**src/rtl/bsg_manycore_reset_seq_pkg.sv**
```systemverilog
`default_nettype none
// ============================================================================
// Module  : bsg_manycore_reset_seq_pkg
// Purpose : Shared types for the manycore reset sequencer.
//           - seq_state_e            : sequencer FSM encoding
//           - BSG_MANYCORE_STAT_ENTRY_S : macro declaring the {tag, ctr}
//                                      stat record for given widths
//           - safe_clog2             : clog2 that never returns 0
// Ports   : none (package)
// Rev     : 1.0  initial release
// ============================================================================

// Declares a packed stat record type named stat_entry_s inside the calling
// scope, so that each instance can size it from its own parameters.
`define BSG_MANYCORE_STAT_ENTRY_S(tag_w, ctr_w) \
  typedef struct packed { \
    logic [(tag_w)-1:0] tag; \
    logic [(ctr_w)-1:0] ctr; \
  } stat_entry_s

package bsg_manycore_reset_seq_pkg;

  typedef enum logic [1:0] {
    e_idle  = 2'd0,
    e_stage = 2'd1,
    e_run   = 2'd2,
    e_done  = 2'd3
  } seq_state_e;

  // Counter/pointer width for a modulus of n; at least one bit so that
  // single-entry configurations still get a legal vector.
  function automatic int safe_clog2(input int n);
    return (n > 1) ? $clog2(n) : 1;
  endfunction

endpackage
`default_nettype wire

```
**src/rtl/bsg_fifo_1r1w_small.sv**
```systemverilog
`default_nettype none
// ============================================================================
// Module  : bsg_fifo_1r1w_small
// Purpose : Small circular-buffer FIFO, one write and one read port,
//           valid-then-yumi output handshake.
// Ports   : clk_i, reset_i (async, active-high)
//           v_i / data_i     write strobe and data
//           ready_o          not full (a write while full is accepted only
//                            when yumi_i pops the head in the same cycle)
//           v_o / data_o     head valid and head data
//           yumi_i           pop the head (only legal while v_o is high)
// Rev     : 1.0  initial release
// ============================================================================
module bsg_fifo_1r1w_small
  import bsg_manycore_reset_seq_pkg::*;
#(
  parameter int width_p = 64,
  parameter int els_p   = 4
) (
  input  logic               clk_i,
  input  logic               reset_i,
  input  logic               v_i,
  output logic               ready_o,
  input  logic [width_p-1:0] data_i,
  output logic               v_o,
  output logic [width_p-1:0] data_o,
  input  logic               yumi_i
);

  localparam int c_ptr_w = safe_clog2(els_p);
  localparam int c_cnt_w = $clog2(els_p + 1);
  localparam logic [c_ptr_w-1:0] c_ptr_last = c_ptr_w'(els_p - 1);
  localparam logic [c_cnt_w-1:0] c_cnt_full = c_cnt_w'(els_p);

  logic [width_p-1:0] r_mem [els_p];
  logic [c_ptr_w-1:0] r_wr_ptr, r_rd_ptr;
  logic [c_cnt_w-1:0] r_count;
  logic               w_full, w_empty, w_wr, w_rd;

  assign w_full  = (r_count == c_cnt_full);
  assign w_empty = (r_count == '0);
  // A write into a full FIFO is legal when the head leaves in the same
  // cycle; the write then lands in the slot being vacated.
  assign w_wr    = v_i & (~w_full | yumi_i);
  assign w_rd    = yumi_i & ~w_empty;

  always_ff @(posedge clk_i or posedge reset_i) begin
    if (reset_i) begin
      r_wr_ptr <= '0;
      r_rd_ptr <= '0;
      r_count  <= '0;
      for (int i = 0; i < els_p; i++) r_mem[i] <= '0;
    end else begin
      if (w_wr) begin
        r_mem[r_wr_ptr] <= data_i;
        r_wr_ptr <= (r_wr_ptr == c_ptr_last) ? '0 : r_wr_ptr + c_ptr_w'(1);
      end
      if (w_rd) begin
        r_rd_ptr <= (r_rd_ptr == c_ptr_last) ? '0 : r_rd_ptr + c_ptr_w'(1);
      end
      if (w_wr && !w_rd)      r_count <= r_count + c_cnt_w'(1);
      else if (w_rd && !w_wr) r_count <= r_count - c_cnt_w'(1);
    end
  end

  assign ready_o = ~w_full;
  assign v_o     = ~w_empty;
  assign data_o  = r_mem[r_rd_ptr];

`ifndef SYNTHESIS
  always @(posedge clk_i) begin
    if (!reset_i) begin
      assert (!(yumi_i && w_empty))
        else $error("bsg_fifo_1r1w_small: yumi_i asserted while empty");
    end
  end
`endif

endmodule
`default_nettype wire

```
**src/rtl/bsg_manycore_reset_sequencer.sv**
```systemverilog
`default_nettype none
// ============================================================================
// Module  : bsg_manycore_reset_sequencer
// Purpose : Holds num_domains_p reset outputs until tag programming is done,
//           releases them one by one every stage_gap_p cycles, then runs a
//           saturating cycle counter and buffers counter-stamped print-stat
//           events in a small FIFO.
// Ports   : clk_i, reset_i (async, active-high)
//           tag_done_i        tag programming complete (sticky once seen)
//           finish_v_i        stop the counter, enter DONE
//           print_stat_v_i / print_stat_tag_i   stat event push
//           reset_o           per-domain reset, active-high
//           all_released_o    every domain out of reset
//           ctr_o             global cycle counter
//           stat_v_o / stat_tag_o / stat_ctr_o / stat_yumi_i  FIFO head
//           stat_drop_o       sticky: push lost on a full FIFO
//           timeout_o         sticky watchdog flag
// Config  : BSG_RESET_SEQ_WATCHDOG_EN enables the RUN-state watchdog;
//           without it timeout_o is tied low and timeout_p is unused.
// Rev     : 1.0  initial release
// ============================================================================
module bsg_manycore_reset_sequencer
  import bsg_manycore_reset_seq_pkg::*;
#(
  parameter int num_domains_p = 3,
  parameter int stage_gap_p   = 3,
  parameter int ctr_width_p   = 32,
  parameter int data_width_p  = 32,
  parameter int stat_els_p    = 4,
  parameter int timeout_p     = 2**20
) (
  input  logic                     clk_i,
  input  logic                     reset_i,
  input  logic                     tag_done_i,
  input  logic                     finish_v_i,
  input  logic                     print_stat_v_i,
  input  logic [data_width_p-1:0]  print_stat_tag_i,
  output logic [num_domains_p-1:0] reset_o,
  output logic                     all_released_o,
  output logic [ctr_width_p-1:0]   ctr_o,
  output logic                     stat_v_o,
  output logic [data_width_p-1:0]  stat_tag_o,
  output logic [ctr_width_p-1:0]   stat_ctr_o,
  input  logic                     stat_yumi_i,
  output logic                     stat_drop_o,
  output logic                     timeout_o
);

  localparam int c_idx_w = safe_clog2(num_domains_p);
  localparam int c_gap_w = safe_clog2(stage_gap_p);
  localparam logic [c_idx_w-1:0]     c_idx_last = c_idx_w'(num_domains_p - 1);
  localparam logic [c_gap_w-1:0]     c_gap_last = c_gap_w'(stage_gap_p - 1);
  localparam logic [ctr_width_p-1:0] c_ctr_max  = '1;

  `BSG_MANYCORE_STAT_ENTRY_S(data_width_p, ctr_width_p);

  seq_state_e               r_state, w_state_next;
  logic [c_idx_w-1:0]       r_idx;
  logic [c_gap_w-1:0]       r_gap;
  logic [num_domains_p-1:0] r_reset;
  logic                     r_all_released;
  logic [ctr_width_p-1:0]   r_ctr;
  logic                     r_drop;

  logic        w_release, w_last_release, w_timeout_hit, w_ctr_en;
  logic        w_push, w_push_accept, w_push_drop;
  logic        w_fifo_ready, w_fifo_v;
  stat_entry_s w_push_entry, w_head_entry;

`ifdef BSG_RESET_SEQ_WATCHDOG_EN
  // Finish in the same cycle takes priority over the watchdog.
  assign w_timeout_hit = (r_state == e_run) & ~finish_v_i
                       & (r_ctr == ctr_width_p'(timeout_p - 1));
`else
  assign w_timeout_hit = 1'b0;
  logic w_unused_timeout_cfg;
  assign w_unused_timeout_cfg = (timeout_p != 0);
`endif

  // State register
  always_ff @(posedge clk_i or posedge reset_i) begin
    if (reset_i) r_state <= e_idle;
    else         r_state <= w_state_next;
  end

  // Next-state logic; tag_done_i only matters in IDLE, which makes it sticky.
  always_comb begin
    w_state_next = r_state;
    unique case (r_state)
      e_idle:  if (tag_done_i)                   w_state_next = e_stage;
      e_stage: if (w_last_release)               w_state_next = e_run;
      e_run:   if (finish_v_i || w_timeout_hit)  w_state_next = e_done;
      default: w_state_next = r_state;
    endcase
  end

  // Output/datapath control
  always_comb begin
    w_release      = (r_state == e_stage) && (r_gap == c_gap_last);
    w_last_release = w_release && (r_idx == c_idx_last);
    // Counter advances only while RUN persists past this edge.
    w_ctr_en       = (r_state == e_run) && (w_state_next == e_run)
                     && (r_ctr != c_ctr_max);
    w_push         = print_stat_v_i && ((r_state == e_run) || (r_state == e_done));
    w_push_accept  = w_push && (w_fifo_ready || stat_yumi_i);
    w_push_drop    = w_push && !w_fifo_ready && !stat_yumi_i;
  end

  always_ff @(posedge clk_i or posedge reset_i) begin
    if (reset_i) begin
      r_idx          <= '0;
      r_gap          <= '0;
      r_all_released <= 1'b0;
      r_ctr          <= '0;
      r_drop         <= 1'b0;
    end else begin
      if (r_state == e_stage) begin
        if (w_release) begin
          r_gap <= '0;
          r_idx <= r_idx + c_idx_w'(1);
        end else begin
          r_gap <= r_gap + c_gap_w'(1);
        end
      end
      if (w_last_release) r_all_released <= 1'b1;
      if (w_ctr_en)       r_ctr          <= r_ctr + ctr_width_p'(1);
      if (w_push_drop)    r_drop         <= 1'b1;
    end
  end

  for (genvar i = 0; i < num_domains_p; i++) begin : g_domain
    always_ff @(posedge clk_i or posedge reset_i) begin
      if (reset_i)                                      r_reset[i] <= 1'b1;
      else if (w_release && (r_idx == c_idx_w'(i)))     r_reset[i] <= 1'b0;
    end
  end

`ifdef BSG_RESET_SEQ_WATCHDOG_EN
  logic r_timeout;
  always_ff @(posedge clk_i or posedge reset_i) begin
    if (reset_i)            r_timeout <= 1'b0;
    else if (w_timeout_hit) r_timeout <= 1'b1;
  end
  assign timeout_o = r_timeout;
`else
  assign timeout_o = 1'b0;
`endif

  assign w_push_entry.tag = print_stat_tag_i;
  assign w_push_entry.ctr = r_ctr;

  bsg_fifo_1r1w_small #(
    .width_p (data_width_p + ctr_width_p),
    .els_p   (stat_els_p)
  ) stat_fifo (
    .clk_i   (clk_i),
    .reset_i (reset_i),
    .v_i     (w_push_accept),
    .ready_o (w_fifo_ready),
    .data_i  (w_push_entry),
    .v_o     (w_fifo_v),
    .data_o  (w_head_entry),
    .yumi_i  (stat_yumi_i)
  );

  assign reset_o        = r_reset;
  assign all_released_o = r_all_released;
  assign ctr_o          = r_ctr;
  assign stat_drop_o    = r_drop;
  assign stat_v_o       = w_fifo_v;
  assign stat_tag_o     = w_head_entry.tag;
  assign stat_ctr_o     = w_head_entry.ctr;

endmodule
`default_nettype wire

```
**config.mk**
```make
export PLATFORM = sky130hd
export DESIGN_NAME = bsg_manycore_reset_sequencer
export DESIGN_NICKNAME = d
export VERILOG_FILES = /design/src/rtl/bsg_manycore_reset_seq_pkg.sv /design/src/rtl/bsg_fifo_1r1w_small.sv /design/src/rtl/bsg_manycore_reset_sequencer.sv
export SDC_FILE = /design/constraint.sdc
export NUM_CORES = 1
export LEC_CHECK = 0
export CAP_MARGIN = 20
export CORE_UTILIZATION = 60
export CTS_BUF_LIST = sky130_fd_sc_hd__clkbuf_4 sky130_fd_sc_hd__clkbuf_8
export CTS_CLUSTER_DIAMETER = 150
export DETAILED_ROUTE_END_ITERATION = 6
export PLACE_DENSITY = 0.8
export SLEW_MARGIN = 20
export SYNTH_ARGS = -nofsm -noshare
export SYNTH_HDL_FRONTEND = slang
export SYNTH_SLANG_ARGS = --single-unit
export TNS_END_PERCENT = 1
```
**constraint.sdc**
```tcl
create_clock -name clk_i -period 23.5 [get_ports clk_i]
set_input_delay 4.7 -clock clk_i [delete_from_list [all_inputs] [get_ports clk_i]]
set_output_delay 4.7 -clock clk_i [all_outputs]
set_load 0.05 [all_outputs]
```
==> results_tabular.tex <==
\begin{tabular}{lr}
\hline
Metric & Value \\
\hline
\multicolumn{2}{l}{\textbf{Floorplanning}} \\
Area of the placeable core & 0.0219 sq mm \\
Number of top-level pins & 141 \\
Vertical die dimension & 152 microns \\
Die outline width & 152 microns \\
Number of cell rows & 54 \\
Die Footprint & 0.0230 sq mm \\
Initial Utilization & 0.613 \\
\multicolumn{2}{l}{\textbf{Status}} \\
Run status & finished, final reports clean \\
\multicolumn{2}{l}{\textbf{Hold path}} \\
Worst hold-check path type & register to register \\
Hold path cells & 1 \\
\multicolumn{2}{l}{\textbf{Global route}} \\
Maximum number of pins on one net before global-route repair & 152 \\
Total gr overflow & 0 \\
First-pass GRT wire length & 43,400 microns \\
Number of global-route vias before repair & 8,213 \\
Number of antenna violations at the first check in global routing & 0 \\
Overall global routing resource usage & 0.247 \\
\multicolumn{2}{l}{\textbf{STA}} \\
Final period demand of the worst path & 8.16 ns \\
Worst max-slew margin expressed relative to the limit & 0.276 \\
Total negative setup slack & 0 ns \\
Fin Clk Skew & 0.0241 ns \\
Measured slew at the worst slew-check pin & 1.09 ns \\
Count of endpoints failing setup in the final report & 0 \\
Final slew viol count & 0 \\
Max Freq & 123 MHz \\
Hold violation total from the final report & 0 \\
Setup repair after global routing missed its margin & no \\
Fin crit share & 0.347 \\
\multicolumn{2}{l}{\textbf{Clock tree}} \\
Clock tree from TritonCTS & done \\
Worst-case clock buffer depth & 3 \\
Post-CTS clock slew at the launch and capture registers of the worst setup and hold paths & 0.06 ns \\
Quantity of gates resized following cts & 0 \\
Number of buffers added for setup after CTS & 0 \\
Library cell used as clock root buffer & sky130\_fd\_sc\_hd\_\_clkbuf\_8 \\
Total CTS buffers & 51 \\
CTS Sinks & 306 \\
Number of hold buffers added after CTS & 0 \\
Maximum level of the CTS H-tree & 2 \\
Skew-Pair Late Insertion Delay & 0.57 ns \\
\multicolumn{2}{l}{\textbf{Critical path}} \\
Length in cells of the worst reg-to-reg path & 4 \\
Category of cells accounting for the largest share of critical-path delay & buffers and inverters \\
Setup crit end & stat\_tag\_o[6] \\
Startpoint type of the worst setup path & register \\
Reg-to-reg setup timing slack & 21.04 ns \\
Source of the critical timing path & stat\_fifo.r\_rd\_ptr[1]\$\_DFFE\_PP0P\_ \\
Kind of capture point of the worst setup path & output pin \\
Logic depth of the worst setup path including buffers & 3 \\
Data required time at the worst endpoint & 18.80 ns \\
Worst path max stage delay & 0.84 ns \\
Crit-path cells & buf\_4, mux4\_2, clkdlybuf4s50\_1 \\
Category of the critical setup timing path & register to output pin \\
Buffers and inverters on the worst path & 2 \\
Data arrival at the endpoint of the critical path & 3.46 ns \\
Maximum fanout encountered on the critical timing path & 34 \\
Capture point of the worst reg-to-reg path & stat\_fifo.r\_mem[188]\$\_DFFE\_PP0P\_ \\
Cell with the biggest individual delay on the critical path & sky130\_fd\_sc\_hd\_\_dfrtp\_4 \\
Start of the worst register-to-register path & stat\_fifo.r\_count[0]\$\_DFFE\_PP0P\_ \\
\multicolumn{2}{l}{\textbf{Pwr}} \\
VDD IR-drop max & 0.114 mV \\
Overall power & 2.02 mW \\
Power per standard cell area & 126 mW/mm\^{}2 \\
P\_leak & 7.36 nW \\
\multicolumn{2}{l}{\textbf{Final layout}} \\
Most common cell after layout, fill and taps aside & sky130\_fd\_sc\_hd\_\_dfrtp\_1 \\
Nets & 1,056 \\
Non-filler instance count after layout & 1,322 \\
Share of post-route cells with drive strength above 1 & 0.403 \\
Core occupancy in the finished layout & 0.731 \\
Growth of design area from synthesis to finish & 19.2\% \\
Commonest cells after routing, fill and taps aside & 301 x sky130\_fd\_sc\_hd\_\_dfrtp\_1, 243 x sky130\_fd\_sc\_hd\_\_mux2\_2, 139 x sky130\_fd\_sc\_hd\_\_clkdlybuf4s50\_1 \\
Count of fill cells added during filler insertion & 1,462 \\
Antenna Cells & 0 \\
\multicolumn{2}{l}{\textbf{Yosys}} \\
Synthesized area per cell & 15.5 sq um \\
Commonest register cell after synthesis & sky130\_fd\_sc\_hd\_\_dfrtp\_1 \\
Post-synth EDFFs & 0 \\
Share of synthesized flip-flops with an asynchronous set or reset & 1.00 \\
Flip-flop and latch count after synthesis & 306 \\
Post-Synthesis Net Count & 918 \\
Area of the mapped netlist & 0.0134 sq mm \\
Unique masters post-synth & 44 \\
Count of mapped cells out of synthesis & 869 \\
Sequential element share of the synthesized area & 0.571 \\
Synth warnings & 0 \\
\multicolumn{2}{l}{\textbf{Placement}} \\
Count of input and output buffers & 139 \\
Total instance count after detailed placement & 1,233 \\
GP Congestion & 0.726 \\
Post-detail-place hpwl & 15,500 microns \\
\multicolumn{2}{l}{\textbf{Detailed routing}} \\
DRC violation total after the first TritonRoute iteration & 302 \\
Total via count in the routed design & 7,727 \\
DRC violation count after routing & 0 \\
Drt wl/cell & 20.2 microns \\
Number of vias per cell after detailed routing & 5.84 \\
Antenna Violating Nets Remaining & 0 \\
Drt pass-1 iters & 4 \\
Final Routed Wirelength & 26,700 microns \\
\multicolumn{2}{l}{\textbf{Run}} \\
MaxCap Viol Count & 0 \\
\hline
\end{tabular}
[cells in the mapped netlist, types with 2 or more instances]
cell / n / area, sq um
sky130_fd_sc_hd__dfstp_2: 3 / 78.8
sky130_fd_sc_hd__and4_1: 5 / 43.8
sky130_fd_sc_hd__nor2_1: 15 / 56.3
sky130_fd_sc_hd__a21boi_0: 2 / 15.0
sky130_fd_sc_hd__xor2_1: 16 / 140
sky130_fd_sc_hd__and3_1: 4 / 25.0
sky130_fd_sc_hd__clkbuf_1: 6 / 22.5
sky130_fd_sc_hd__o21ai_0: 21 / 105
sky130_fd_sc_hd__clkbuf_2: 5 / 25.0
sky130_fd_sc_hd__xnor2_1: 19 / 166
sky130_fd_sc_hd__nand2_1: 36 / 135
sky130_fd_sc_hd__and2_1: 2 / 12.5
sky130_fd_sc_hd__inv_1: 12 / 45.0
sky130_fd_sc_hd__buf_4: 10 / 75.1
sky130_fd_sc_hd__a21o_1: 2 / 15.0
sky130_fd_sc_hd__nand4_1: 12 / 75.1
sky130_fd_sc_hd__buf_2: 36 / 180
sky130_fd_sc_hd__mux4_2: 64 / 1440
sky130_fd_sc_hd__nand2b_1: 3 / 18.8
sky130_fd_sc_hd__ha_1: 10 / 125
sky130_fd_sc_hd__nor3_1: 6 / 30.0
sky130_fd_sc_hd__dfrtp_1: 303 / 7580
sky130_fd_sc_hd__mux2_2: 243 / 2740
sky130_fd_sc_hd__nand3_1: 13 / 65.1
sky130_fd_sc_hd__buf_1: 2 / 7.51
[metal layers]
metal  up-vias  track usage  routed length (microns)
li1       3435            -                        -
met3        44       0.0551                     1540
met1      4055        0.333                    11300
met4         0       0.0762                      533
met2       193        0.403                    13300
met5         -            0                        0
[sequential cells by signal, indices dropped and copies added, names as in the netlist]
register,count
all_released_o,1
ctr_o,32
r_gap,2
r_idx,2
r_state,2
reset_o,3
stat_drop_o,1
stat_fifo.r_count,3
stat_fifo.r_mem,256
stat_fifo.r_rd_ptr,2
stat_fifo.r_wr_ptr,2
[final cells by class]
cell class | count | area [sq um] | share of cell area
multi-input combinational | 492 | 5440 | 0.340
timing repair buffer | 144 | 1450 | 0.0908
tap | 280 | 350 | 0.0219
clock buffer | 82 | 1000 | 0.0627
clock inverter | 6 | 37.5 | 0.00235
inverter | 12 | 52.6 | 0.00328
sequential | 306 | 7670 | 0.479
[worst min path at each step]
stage | from | to | slack (ns)
floorplan | stat_fifo.r_mem[135]$_DFFE_PP0P_ | stat_fifo.r_mem[135]$_DFFE_PP0P_ | 0.44
global placement | all_released_o$_DFFE_PP0P_ | all_released_o$_DFFE_PP0P_ | 0.46
detailed placement | all_released_o$_DFFE_PP0P_ | all_released_o$_DFFE_PP0P_ | 0.47
CTS | all_released_o$_DFFE_PP0P_ | all_released_o$_DFFE_PP0P_ | 0.47
global route | reset_o[1]$_DFFE_PP1P_ | reset_o[1]$_DFFE_PP1P_ | 0.50
finish | all_released_o$_DFFE_PP0P_ | all_released_o$_DFFE_PP0P_ | 0.47
[kinds of logic after synthesis]
family / synth area share
compound gates: 0.0156
mux: 0.311
flops: 0.571
simple gates: 0.0423
fa+ha+maj: 0.0108
xor+xnor: 0.0228
buf+inv: 0.0265
other cells: 0.000279
[power breakdown]
group	switching (mW)	internal [mW]
clock	0.203	0.268
sequential	0.0919	0.666
combinational	0.433	0.354
total	0.728	1.29
[per-stage QoR]
step / setup WS (ns) / hold WS, ns / area [sq um]
final: 15.34 / 0.467 / 16000
after global routing: 15.15 / 0.501 / 16000
after CTS: 15.24 / 0.470 / 16000
after floorplan: 10.35 / 0.445 / 13400
after global placement: 15.37 / 0.456 / 14900
after detailed placement: 15.38 / 0.469 / 14900
No activity file was read; power rests on OpenSTA's default activity.
